<file path="src/rtl/mac_quant_core_if.sv">
// mac_quant_core_if: command, operand stream and result bundle for mac_quant_core.
interface mac_quant_core_if #(
    parameter int DWIDTH = 8,
    parameter int LWIDTH = 8
);
    logic              start_i;
    logic [LWIDTH-1:0] length_i;
    logic              in_valid_i;
    logic              in_ready_o;
    logic [DWIDTH-1:0] a_i;
    logic [DWIDTH-1:0] b_i;
    logic              busy_o;
    logic              calc_done_o;
    logic [DWIDTH-1:0] calc_result_o;

    modport master (
        output start_i, length_i, in_valid_i, a_i, b_i,
        input  in_ready_o, busy_o, calc_done_o, calc_result_o
    );

    modport slave (
        input  start_i, length_i, in_valid_i, a_i, b_i,
        output in_ready_o, busy_o, calc_done_o, calc_result_o
    );
endinterface

</file>
<file path="src/rtl/mac_quant_core.sv">
// mac_quant_core: unsigned multiply-accumulate, shift/saturate to a byte, guarded done pulse.
// MAC_ROUND_EN selects round-half-up quantisation instead of truncation.
module mac_quant_core #(
    parameter int DWIDTH    = 8,
    parameter int LWIDTH    = 8,
    parameter int ACC_WIDTH = 24,
    parameter int SHIFT     = 8,
    parameter int DONE_GAP  = 4
) (
    input logic            clk,
    input logic            reset_n,
    mac_quant_core_if.slave bus
);
    typedef enum logic [1:0] {IDLE, RUN, QUANT, GAP} state_t;
    localparam int GW = $clog2(DONE_GAP + 1);
    localparam logic [ACC_WIDTH:0] MAXQ = (ACC_WIDTH + 1)'({DWIDTH{1'b1}});
`ifdef MAC_ROUND_EN
    localparam logic [ACC_WIDTH:0] RND = (ACC_WIDTH + 1)'(1) << (SHIFT - 1);
`else
    localparam logic [ACC_WIDTH:0] RND = '0;
`endif
    state_t              r_state;
    logic [LWIDTH-1:0]   r_len;
    logic [LWIDTH-1:0]   r_cnt;
    logic [ACC_WIDTH-1:0] r_acc;
    logic [GW-1:0]       r_gap;
    logic                r_ready;
    logic                r_busy;
    logic                r_done;
    logic [DWIDTH-1:0]   r_result;
    logic [2*DWIDTH-1:0] w_prod;
    logic [ACC_WIDTH:0]  w_sum;
    logic [ACC_WIDTH:0]  w_q;
    logic                w_beat;
    logic                w_last;

    assign w_prod = bus.a_i * bus.b_i;
    // One spare bit catches overflow so the accumulator can pin at all-ones
    assign w_sum  = {1'b0, r_acc} + (ACC_WIDTH + 1)'(w_prod);
    assign w_q    = ({1'b0, r_acc} + RND) >> SHIFT;
    assign w_beat = r_state == RUN && bus.in_valid_i;
    assign w_last = r_cnt == r_len - LWIDTH'(1);

    assign bus.in_ready_o    = r_ready;
    assign bus.busy_o        = r_busy;
    assign bus.calc_done_o   = r_done;
    assign bus.calc_result_o = r_result;

    always_ff @(posedge clk) begin
        if (!reset_n) begin
            r_state  <= IDLE;
            r_len    <= '0;
            r_cnt    <= '0;
            r_acc    <= '0;
            r_gap    <= '0;
            r_ready  <= 1'b0;
            r_busy   <= 1'b0;
            r_done   <= 1'b0;
            r_result <= '0;
        end else begin
            r_done <= 1'b0;
            case (r_state)
                IDLE: if (bus.start_i) begin
                    r_len   <= bus.length_i;
                    r_acc   <= '0;
                    r_cnt   <= '0;
                    r_busy  <= 1'b1;
                    r_ready <= bus.length_i != '0;
                    r_state <= bus.length_i == '0 ? QUANT : RUN;
                end
                RUN: if (w_beat) begin
                    r_acc <= w_sum[ACC_WIDTH] ? '1 : w_sum[ACC_WIDTH-1:0];
                    r_cnt <= r_cnt + LWIDTH'(1);
                    if (w_last) begin
                        r_ready <= 1'b0;
                        r_state <= QUANT;
                    end
                end
                QUANT: begin
                    r_result <= w_q > MAXQ ? '1 : w_q[DWIDTH-1:0];
                    r_done   <= 1'b1;
                    r_gap    <= '0;
                    r_state  <= GAP;
                end
                GAP: if (r_gap == GW'(DONE_GAP - 1)) begin
                    r_state <= IDLE;
                    r_busy  <= 1'b0;
                end else begin
                    r_gap <= r_gap + GW'(1);
                end
                default: r_state <= IDLE;
            endcase
        end
    end
endmodule

</file>
<file path="src/flat_wrapper.sv">
// flat-port wrapper written by rule: the top's interface ports become plain ports
module mac_quant_core_flat 
#(
    parameter int DWIDTH    = 8,
    parameter int LWIDTH    = 8,
    parameter int ACC_WIDTH = 24,
    parameter int SHIFT     = 8,
    parameter int DONE_GAP  = 4
)
  (clk, reset_n, bus_start_i, bus_length_i, bus_in_valid_i, bus_a_i, bus_b_i, bus_in_ready_o, bus_busy_o, bus_calc_done_o, bus_calc_result_o);
  mac_quant_core_if #(.DWIDTH(DWIDTH), .LWIDTH(LWIDTH)) bus_i ();
  input logic clk;
  input logic reset_n;
  input wire logic [$bits(bus_i.start_i)-1:0] bus_start_i;
  input wire logic [$bits(bus_i.length_i)-1:0] bus_length_i;
  input wire logic [$bits(bus_i.in_valid_i)-1:0] bus_in_valid_i;
  input wire logic [$bits(bus_i.a_i)-1:0] bus_a_i;
  input wire logic [$bits(bus_i.b_i)-1:0] bus_b_i;
  output wire logic [$bits(bus_i.in_ready_o)-1:0] bus_in_ready_o;
  output wire logic [$bits(bus_i.busy_o)-1:0] bus_busy_o;
  output wire logic [$bits(bus_i.calc_done_o)-1:0] bus_calc_done_o;
  output wire logic [$bits(bus_i.calc_result_o)-1:0] bus_calc_result_o;
  assign bus_i.start_i = bus_start_i;
  assign bus_i.length_i = bus_length_i;
  assign bus_i.in_valid_i = bus_in_valid_i;
  assign bus_i.a_i = bus_a_i;
  assign bus_i.b_i = bus_b_i;
  assign bus_in_ready_o = bus_i.in_ready_o;
  assign bus_busy_o = bus_i.busy_o;
  assign bus_calc_done_o = bus_i.calc_done_o;
  assign bus_calc_result_o = bus_i.calc_result_o;
  mac_quant_core #(.DWIDTH(DWIDTH), .LWIDTH(LWIDTH), .ACC_WIDTH(ACC_WIDTH), .SHIFT(SHIFT), .DONE_GAP(DONE_GAP)) u_core (.clk(clk), .reset_n(reset_n), .bus(bus_i));
endmodule
</file>
<file path="config.mk">
export PLATFORM = sky130hd
export DESIGN_NAME = mac_quant_core_flat
export DESIGN_NICKNAME = d
export VERILOG_FILES = /design/src/rtl/mac_quant_core_if.sv /design/src/rtl/mac_quant_core.sv /design/src/flat_wrapper.sv
export SDC_FILE = /design/constraint.sdc
export NUM_CORES = 1
export LEC_CHECK = 0
export BUFFER_PORTS_ARGS = -buffer_cell sky130_fd_sc_hd__buf_2
export CORE_ASPECT_RATIO = 0.8
export CORE_UTILIZATION = 55
export DETAILED_ROUTE_END_ITERATION = 12
export PLACE_DENSITY_LB_ADDON = 0.08
export SYNTH_ARGS = -nofsm -noshare
export SYNTH_HDL_FRONTEND = slang
export SYNTH_SLANG_ARGS = --single-unit
</file>
<file path="constraint.sdc">
create_clock -name clk -period 12.75 [get_ports clk]
set_input_delay 1.9125 -clock clk [delete_from_list [all_inputs] [get_ports clk]]
set_output_delay 1.9125 -clock clk [all_outputs]
set_load 0.005 [all_outputs]
</file>
==> results of run 1 <==
layout by cell type (no fill, tap or decap), types with 9 or more instances in the layout:
| cell | synthesis | routed |
|---|---|---|
| a21o_1 | 9 | 9 |
| a21oi_1 | 41 | 41 |
| and2_1 | 39 | 39 |
| buf_2 | 1 | 38 |
| dfxtp_1 | 56 | 56 |
| fa_1 | 50 | 50 |
| ha_1 | 49 | 49 |
| inv_1 | 109 | 109 |
| nand2_1 | 100 | 100 |
| nand3_1 | 11 | 11 |
| nand4_1 | 9 | 9 |
| nor2_1 | 34 | 34 |
| o21ai_0 | 29 | 29 |
| xnor2_1 | 12 | 12 |
| xor2_1 | 11 | 11 |
path summary, 6_finish.rpt:
kind | to
setup / recovery | u_core.r_acc[13]$_SDFFE_PN0P_
hold / removal | u_core.r_acc[1]$_SDFFE_PN0P_
setup reg to reg | u_core.r_acc[13]$_SDFFE_PN0P_
hold reg to reg | u_core.r_acc[1]$_SDFFE_PN0P_
tightest hold or removal path, stage by stage, from the launching register on:
cell     delay, ns
dfxtp_1       0.31
nand2_1       0.05
nand2_1       0.04
per-layer routing:
layer	part of all wire, %	track usage [%]	wire length, microns
met1	52	41.73	6665
met2	42	40.64	5352
met3	5.2	3.826	669
met4	0.61	3.618	78
met5	0	0	0
metrics by stage:
stage,power [mW],instance area [sq um],worst slack [ns],hold WS (ns)
final,0.9434,5823,6.200,0.4384
after detailed placement,0.8020,5677,5.915,0.4333
after global placement,0.7874,5677,6.089,0.4289
after floorplan,0.6620,5418,6.612,0.4156
after CTS,0.9459,5823,6.223,0.4422
after global routing,1.039,5823,5.865,0.4740
area by class of cell:
type / count / share of cell area [%]
Multi-Input combinational cell: 484 / 65.00
Sequential cell: 56 / 19.25
Inverter: 109 / 7.026
Timing Repair Buffer: 41 / 3.653
Tap cell: 119 / 2.557
Clock buffer: 8 / 2.514
power by group:
part	total (mW)	leakage (nW)	internal, mW	switching (mW)
combinational	0.573	2.33	0.228	0.346
clock	0.142	0.0712	0.0786	0.0632
sequential	0.228	0.455	0.203	0.0247
sequential cells by signal, indices dropped and copies added (netlist names):
name                      cells
u_core.bus.busy_o             1
u_core.r_gap                  3
u_core.r_cnt                  8
u_core.bus.calc_result_o      8
u_core.bus.in_ready_o         1
u_core.r_len                  8
u_core.bus.calc_done_o        1
u_core.r_acc                 24
u_core.r_state                2
cells by family after synthesis:
| family | after synthesis | share of synthesized area [%] |
|---|---|---|
| xor+xnor | 23 | 3.718 |
| flops | 56 | 20.69 |
| buf+inv | 131 | 9.446 |
| mux | 3 | 0.5543 |
| fa+ha+maj | 99 | 29.79 |
| simple gates | 235 | 20.83 |
| compound gates | 124 | 14.97 |
==> metrics.md, run 1 <==
| Metric | Value |
|---|---|
| TritonCTS sink count | 56 |
| Worst setup path startpoint | bus_a_i[3] |
| I/O Buffers | 38 |
| CP dominant cell by count | fa_1 |
| Synth top area share | 20.69% |
| Layout cells sized above 1 | 8.596% |
| CP delay by family, top | adder cells |
| Worst-Margin Slew | 0.8294 ns |
| P&R area growth vs syn | 7.483% |
| Worst skew pair latency | 0.30 ns |
| Clock skew | 0.002809 ns |
| CTS tree | done |
| LEAKAGE | 2.858 nW |
| Antenna viol nets, final | 0 |
| Setup crit start kind | input port |
| Status | finished clean |
| Placer Congestion | 0.8826 |
| Nets | 824 |
| Routed WL | 12,770 microns |
| Commonest cells in the netlist | inv_1, nand2_1, dfxtp_1 |
| # diodes | 0 |
| Initial Util | 56.38% |
| Multi-input logic area | 0.003785 sq mm |
| Die Wd | 113.0 microns |
| Final Non-Filler Cells | 817 |
| Number of synthesized flops with an enable pin | 0 |
| F_max | 152.7 MHz |
| TNS Setup | 0 ns |
| First-pass GRT wire length | 21,860 microns |
| Drt wl/cell | 15.62 microns |
| R2r startpoint | u_core.r_acc[6]$_SDFFE_PN0P_ |
| Final core utilization | 60.60% |
| CTS Hold Buffers Added | 0 |
| Max Slew Vio Count | 0 |
| Setup bufs post-CTS | 0 |
| RSZ-0062 raised after global routing | false |
| Worst Path Buf+Inv | 4 |
| Tcrit/Tclk final | 51.37% |
| PwrDens | 162.0 mW/mm^2 |
| Via count | 4,641 |
| Worst path cell trace | buf_2 > and2_1 > fa_1 > fa_1 > fa_1 > inv_1 > fa_1 > inv_1 > ha_1 > and3_1 > nand2_1 > a21oi_1 > nor4_1 > o31ai_1 > buf_4 > nor3_1 > a211oi_1 |
| FFs w/ async S/R, synth | 0% |
| Crit path time final | 6.550 ns |
| Top-count cell post-synth | inv_1 |
| DP Cell Count | 809 |
| Crit-path max cell delay | 0.72 ns |
| WP depth | 17 |
| Initial antenna violation count | 0 |
| Type of the worst setup path | in2reg |
| Setup violations, final | 0 |
| Slew HR | 44.23% |
| Mapped cell area | 0.005418 sq mm |
| Fillers | 897 |
| Post-synthesis cell type count | 52 |
| 1st-iter DRT viols | 325 |
| Synth warnings | 0 |
| VDD IR max | 0.07217 mV |
| Tightest Hold Check Type | reg2reg |
| Post-Synthesis Cells | 671 |
| Total gr overflow | 0 |
| Drt drc | 0 |
| Register-to-Register Path Depth | 17 |
| Critical Path AT | 6.76 ns |
| Post-CTS Resized | 0 |
| CTS Buffer Depth | 2 |
| Number of placed I/O pins | 39 |
| Final hold viol count | 0 |
| CP Capture Type | flop |
| CTS Buf Count | 5 |
| Syn Nets | 798 |
| Register bit total from synthesis | 56 |
| Dpl hpwl | 10,430 microns |
| Hold Path Cell Cnt | 2 |
| H-tree levels | 2 |
| Primary FF master, synth | dfxtp_1 |
| Reg area | 0.001121 sq mm |
| Reg2Reg Setup Slack | 7.81 ns |
| Max Cap Viol | 0 |
| Dominant cell type by area after synthesis | dfxtp_1 |
| Number of global-route vias before repair | 4,558 |
| DRT Pass-1 Iters | 6 |
| Total die area | 0.01025 sq mm |
| Area of the core | 0.009609 sq mm |
| Worst EP required | 12.96 ns |
| Slowest cell on the critical path | o31ai_1 |
| Die Ht | 90.77 microns |
| Sequential share of the synthesized area | 20.69% |
| HP Start | u_core.r_acc[1]$_SDFFE_PN0P_ |
| Area contributors post-synth | dfxtp_1, fa_1, ha_1 |
| Pin count of the biggest net entering global routing | 23 |
| Avg Inst Size Synth | 8.074 sq um |
| Maximum fanout along the worst path | 8 |
| Total GRT Usage | 27.00% |
| Root buf cell | clkbuf_16 |
| Vias per Instance | 5.681 |
| Row cnt | 32 |
| Clock Pin Slew Worst Setup and Hold Paths | 0.07 ns |
(Power assumes the default switching activity.)
==> inputs of run 2 (changes only) <==
--- a/config.mk
+++ b/config.mk
@@ -5,6 +5,7 @@
 export SDC_FILE = /design/constraint.sdc
 export NUM_CORES = 1
 export LEC_CHECK = 0
+export ABC_AREA = 1
 export BUFFER_PORTS_ARGS = -buffer_cell sky130_fd_sc_hd__buf_2
 export CORE_ASPECT_RATIO = 0.8
 export CORE_UTILIZATION = 55
==> constraint.sdc (replaced) <==
create_clock -name clk -period 5.38 [get_ports clk]
set_input_delay 0.807 -clock clk [delete_from_list [all_inputs] [get_ports clk]]
set_output_delay 0.807 -clock clk [all_outputs]
set_load 0.005 [all_outputs]
==> run 2 against run 1 <==
- clock power up 140%
- count of clock-buffer cells in the layout down 2
- final cell count up 28%
- largest power group unchanged
- highest routed layer unchanged
==> metrics.md, run 2 <==
| Metric | Value |
|---|---|
| I/O Buffers | 38 |
| Post-CTS Resized | 0 |
| Number of synthesized flops with an enable pin | 0 |
| Total gr overflow | 0 |
| Area of the core | 0.01036 sq mm |
| Type of the worst setup path | in2reg |
| Top-count cell post-synth | nand2_1 |
| Root buf cell | clkbuf_16 |
| Setup violations, final | 0 |
| Area after DPL | 0.006200 sq mm |
| Crit path time final | 4.679 ns |
| Placer Congestion | 0.9102 |
| Crit-path max cell delay | 0.56 ns |
| Die Wd | 118.3 microns |
| Nets | 1,035 |
| PwrDens | 401.3 mW/mm^2 |
| Most frequent cells in the layout | nand2_1, inv_1, nor2_1, dfxtp_1, fa_1 |
| Worst skew pair latency | 0.30 ns |
| Die Ht | 95.02 microns |
| Dpl hpwl | 11,370 microns |
| Register bit total from synthesis | 56 |
| Dominant cell type by area after synthesis | dfxtp_1 |
| CTS Hold Buffers Added | 0 |
| Slew HR | 34.31% |
| Routed WL | 13,860 microns |
| Max Cap Viol | 0 |
| H-tree levels | 2 |
| Vias per Instance | 5.019 |
| Worst EP required | 5.54 ns |
| Critical Path AT | 4.84 ns |
| Syn Nets | 1,018 |
| Clock share of power | 13.2% |
| Comb power frac | 65.4% |
| 1st-iter DRT viols | 347 |
| Number of global-route vias before repair | 5,082 |
| P_sw | 1.294 mW |
| Primary FF master, synth | dfxtp_1 |
| Post-route cell area | 0.006345 sq mm |
| Initial antenna violation count | 0 |
| Top reg by flops | u_core.r_acc |
| Status | finished clean |
| Via count | 5,265 |
| Synth warnings | 0 |
| Slowest cell on the critical path | fa_1 |
| P&R area growth vs syn | 6.668% |
| Drt drc | 0 |
| LEAKAGE | 3.562 nW |
| Initial Util | 57.39% |
| Max Slew Vio Count | 0 |
| Post-Synthesis Cells | 891 |
| Tcrit/Tclk final | 86.97% |
| CTS Buffer Depth | 2 |
| Antenna viol nets, final | 0 |
| Setup bufs post-CTS | 0 |
| Pin count of the biggest net entering global routing | 31 |
| DRT Pass-1 Iters | 5 |
| Register share of total power | 21.3% |
| Mapped cell area | 0.005948 sq mm |
| Layout cells sized above 1 | 9.241% |
| Number of placed I/O pins | 39 |
| Drt wl/cell | 13.22 microns |
| Number of flip-flops in the largest register | 24 |
| Commonest non-fill, non-tap cell in the layout | nand2_1 |
| Total die area | 0.01124 sq mm |
| Area contributors post-synth | dfxtp_1, fa_1, nand2_1 |
| Avg Inst Size Synth | 6.676 sq um |
| # diodes | 0 |
| TritonCTS sink count | 56 |
| Post-synthesis cell type count | 34 |
| Commonest cells in the netlist | nand2_1, inv_1, nor2_1 |
| Tightest Hold Check Type | reg2reg |
| Maximum fanout along the worst path | 12 |
| CP Capture Type | flop |
| Total GRT Usage | 27.29% |
| Clock skew | 0.005097 ns |
| FFs w/ async S/R, synth | 0% |
| Final hold viol count | 0 |
| Row cnt | 33 |
| TNS Setup | 0 ns |
| Sequential share of the synthesized area | 18.85% |
| Clock Pin Slew Worst Setup and Hold Paths | 0.08 ns |
| Synth top area share | 18.85% |
| F_max | 213.7 MHz |
| Cell-internal power | 1.252 mW |
| Switch share | 50.83% |
| RSZ-0062 raised after global routing | false |
| CTS Buf Count | 5 |
| VDD IR max | 0.1681 mV |
| Setup crit start kind | input port |
| First-pass GRT wire length | 24,430 microns |
| Worst path cell trace | buf_2 > nand2_1 > fa_1 > fa_1 > inv_1 > fa_1 > inv_1 > fa_1 > inv_1 > ha_1 > nand2_1 > inv_1 > nand2_1 > nand3_2 > nand3_1 > nand3_2 > inv_2 > nand3_1 > nand2_1 > a21oi_1 |
| Worst-Margin Slew | 0.9779 ns |
| CTS tree | done |
## run 2: cell count changes after synthesis, sizes merged, moves of 10 or more
cell / change
nand2: +147
nand3: +35
a21oi: +11
inv: +105
nor2: +31
and2: -39
o21ai: +10
## run 2: worst paths after layout
kind | slack, ns | endpoint | startpoint | depth (start not counted)
min reg2reg | 0.47 | u_core.r_acc[9]$_SDFFE_PN0P_ | u_core.r_acc[9]$_SDFFE_PN0P_ | 2
min | 0.47 | u_core.r_acc[9]$_SDFFE_PN0P_ | u_core.r_acc[9]$_SDFFE_PN0P_ | 2
max reg2reg | 1.15 | u_core.r_acc[16]$_SDFFE_PN0P_ | u_core.r_acc[6]$_SDFFE_PN0P_ | 19
max | 0.70 | u_core.r_acc[16]$_SDFFE_PN0P_ | bus_a_i[0] | 20
## run 2: through the flow
stage	worst slack (ns)	power, mW	utilization [%]	std cells	hold slack [ns]
final	0.7010	2.546	61.22	1049	0.4716
after global routing	0.4115	2.845	61.22	1049	0.4957
after CTS	0.7131	2.554	61.22	1049	0.4707
after detailed placement	0.4312	2.204	59.82	1041	0.4569
after global placement	0.4936	2.181	59.82	1041	0.4466
after floorplan	0.6781	1.818	-	891	0.4328
## run 2: logic make-up after synthesis
group | synth area share, %
AOI/OAI and AO/OA | 9.466
and+or+nand+nor | 26.78
buffers and inverters | 15.86
adders and majority gates | 27.14
xor gates and xnor gates | 1.914
DFF | 18.85
## run 2: critical path: cells and delay by family
| family | cells | cell delay (ns) |
|---|---|---|
| AOI/OAI and AO/OA | 1 | 0.06 |
| buffers and inverters | 6 | 0.63 |
| adders and majority gates | 5 | 2.49 |
| and+or+nand+nor | 8 | 0.82 |
## run 2: cell type report
cell class	instances	area, sq um
sequential	56	1121
multi-input combinational	589	3884
timing repair buffer	41	212.7
fill	1006	4019
clock buffer	6	128.9
tap	140	175.2
clock inverter	2	16.27
inverter	215	807.0
## run 2: layer usage
layer / up-vias / part of all wire (%) / global-route usage (%)
met5: - / 0 / 0
met4: 0 / 0.99 / 5.876
met3: 8 / 3.8 / 3.289
met2: 98 / 42 / 41.52
met1: 2459 / 53 / 41.33
li1: 2700 / - / -
## run 2: power groups by stage
stage | clock (mW) | combinational [mW] | sequential, mW
after floorplan | 0 | 1.28 | 0.538
after global placement | 0 | 1.63 | 0.549
after detailed placement | 0 | 1.65 | 0.551
after CTS | 0.344 | 1.67 | 0.542
after global routing | 0.356 | 1.94 | 0.553
final | 0.337 | 1.67 | 0.543
==> inputs of run 3 (changes only) <==
==> constraint.sdc (replaced) <==
create_clock -name clk -period 5.25 [get_ports clk]
set_input_delay 0.7875 -clock clk [delete_from_list [all_inputs] [get_ports clk]]
set_output_delay 0.7875 -clock clk [all_outputs]
set_load 0.005 [all_outputs]
==> run 3 against run 2 <==
- combinational power is 2% higher
- routed wire length hardly changed
- sequential cell count stayed put
- core utilization stayed put
- final cell count stayed put
- non-clock buffer count stayed put
- clock power is 3% higher
==> metrics.md, run 3 (same netlist as run 2, synthesis figures left out) <==
| Metric | Value |
|---|---|
| Slowest cell on the critical path | fa_1 |
| Via count | 5,239 |
| Area of the core | 0.01036 sq mm |
| Antenna viol nets, final | 0 |
| Dpl hpwl | 11,340 microns |
| Grt met2 use | 41.18% |
| 1st-iter DRT viols | 321 |
| Crit path time final | 4.678 ns |
| Clock Pin Slew Worst Setup and Hold Paths | 0.07 ns |
| Vias per Instance | 4.994 |
| Final hold viol count | 0 |
| Total die area | 0.01124 sq mm |
| Max Slew Vio Count | 0 |
| DP Cell Count | 1,041 |
| # diodes | 0 |
| Initial antenna violation count | 0 |
| Total gr overflow | 0 |
| Setup bufs post-CTS | 0 |
| P&R area growth vs syn | 6.668% |
| Placer Congestion | 0.9155 |
| Setup violations, final | 0 |
| VDD IR max | 0.2378 mV |
| Total power | 2.616 mW |
| Pin count of the biggest net entering global routing | 31 |
| Routing usage on met1 | 39.09% |
| TritonCTS sink count | 56 |
| Worst skew pair latency | 0.30 ns |
| Nets | 1,035 |
| Pre-CTS setup slack | 0.2736 ns |
| Routed WL | 13,860 microns |
| Post-CTS Resized | 0 |
| Die Ht | 95.02 microns |
| CTS Buf Count | 5 |
| LEAKAGE | 3.562 nW |
| Number of global-route vias before repair | 4,899 |
| H-tree levels | 2 |
| Die Wd | 118.3 microns |
| Final Non-Filler Cells | 1,049 |
| Total GRT Usage | 26.49% |
| Critical Path AT | 4.84 ns |
| TNS Setup | 0 ns |
| PwrDens | 412.3 mW/mm^2 |
| Status | finished clean |
| Number of flip-flops in the largest register | 24 |
| CTS tree | done |
| Worst-Margin Slew | 0.9881 ns |
| DRT Pass-1 Iters | 5 |
| F_max | 213.8 MHz |
| CTS Hold Buffers Added | 0 |
| Setup WS post-layout | 0.5721 ns |
| Busiest grt layer | met2 |
| Max Cap Viol | 0 |
| Tightest Hold Check Type | reg2reg |
| Drt drc | 0 |
| Initial Util | 57.39% |
| Worst path cell trace | buf_2 > nand2_1 > fa_1 > inv_1 > fa_1 > fa_1 > inv_1 > fa_1 > inv_1 > ha_1 > nand2_1 > inv_1 > a21oi_1 > nand2_1 > nand2_1 > nand2_1 > nand3_1 > nand3_1 > nand2_1 > a21oi_1 |
| Crit-path max cell delay | 0.56 ns |
| First-pass GRT wire length | 23,480 microns |
| Slew HR | 33.62% |
| Most frequent cells in the layout | nand2_1, inv_1, nor2_1, dfxtp_1, fa_1 |
| Setup crit start kind | input port |
| CP Capture Type | flop |
| Met3 GRT Util | 3.648% |
| Tcrit/Tclk final | 89.10% |
| Row cnt | 33 |
| Clock skew | 0.004518 ns |
| I/O Buffers | 38 |
| Commonest non-fill, non-tap cell in the layout | nand2_1 |
| Worst EP required | 5.41 ns |
| Number of placed I/O pins | 39 |
| Top reg by flops | u_core.r_acc |
| Maximum fanout along the worst path | 8 |
| Type of the worst setup path | in2reg |
| CP dominant cell by count | nand2_1 |
| Drt wl/cell | 13.21 microns |
| Root buf cell | clkbuf_16 |
| Final core utilization | 61.22% |
| CTS Buffer Depth | 2 |
| RSZ-0062 raised after global routing | false |
| Layout cells sized above 1 | 9.241% |
==> run 3: power by group <==
part / switching [mW] / internal, mW / leakage [nW] / total, mW
registers: 0.0567 / 0.500 / 0.455 / 0.556
logic: 1.11 / 0.605 / 3.04 / 1.71
clock network: 0.168 / 0.179 / 0.0671 / 0.347
==> run 3: worst max-delay path, delay by kind of cell <==
family | cells | cell delay (ns)
AOI/OAI and AO/OA | 2 | 0.29
buffers and inverters | 5 | 0.40
and+or+nand+nor | 8 | 0.89
adders and majority gates | 5 | 2.48
==> run 3: routing by layer <==
layer | part of all wire, % | vias up
met5 | 0 | -
met4 | 1.2 | 0
met3 | 4.8 | 21
met2 | 42 | 130
met1 | 52 | 2374
li1 | - | 2714
==> run 3: cell type report <==
class,instances,area [sq um]
Clock buffer,6,128.9
Clock inverter,2,16.27
Tap cell,140,175.2
Multi-Input combinational cell,589,3884
Inverter,215,807.0
Timing Repair Buffer,41,212.7
Fill cell,1027,4019
Sequential cell,56,1121
==> run 3: path summary, 6_finish.rpt <==
kind	slack, ns	startpoint	end	depth (start not counted)
min	0.47	u_core.r_acc[2]$_SDFFE_PN0P_	u_core.r_acc[2]$_SDFFE_PN0P_	2
max	0.57	bus_a_i[5]	u_core.r_acc[23]$_SDFFE_PN0P_	20
max reg2reg	1.06	u_core.r_acc[6]$_SDFFE_PN0P_	u_core.r_acc[23]$_SDFFE_PN0P_	19
min reg2reg	0.47	u_core.r_acc[2]$_SDFFE_PN0P_	u_core.r_acc[2]$_SDFFE_PN0P_	2
==> run 3: through the flow <==
stage	instance area (sq um)	hold WS [ns]
floorplan	5948	0.4328
global placement	6200	0.4483
detailed placement	6200	0.4569
CTS	6345	0.4685
global route	6345	0.4892
finish	6345	0.4651
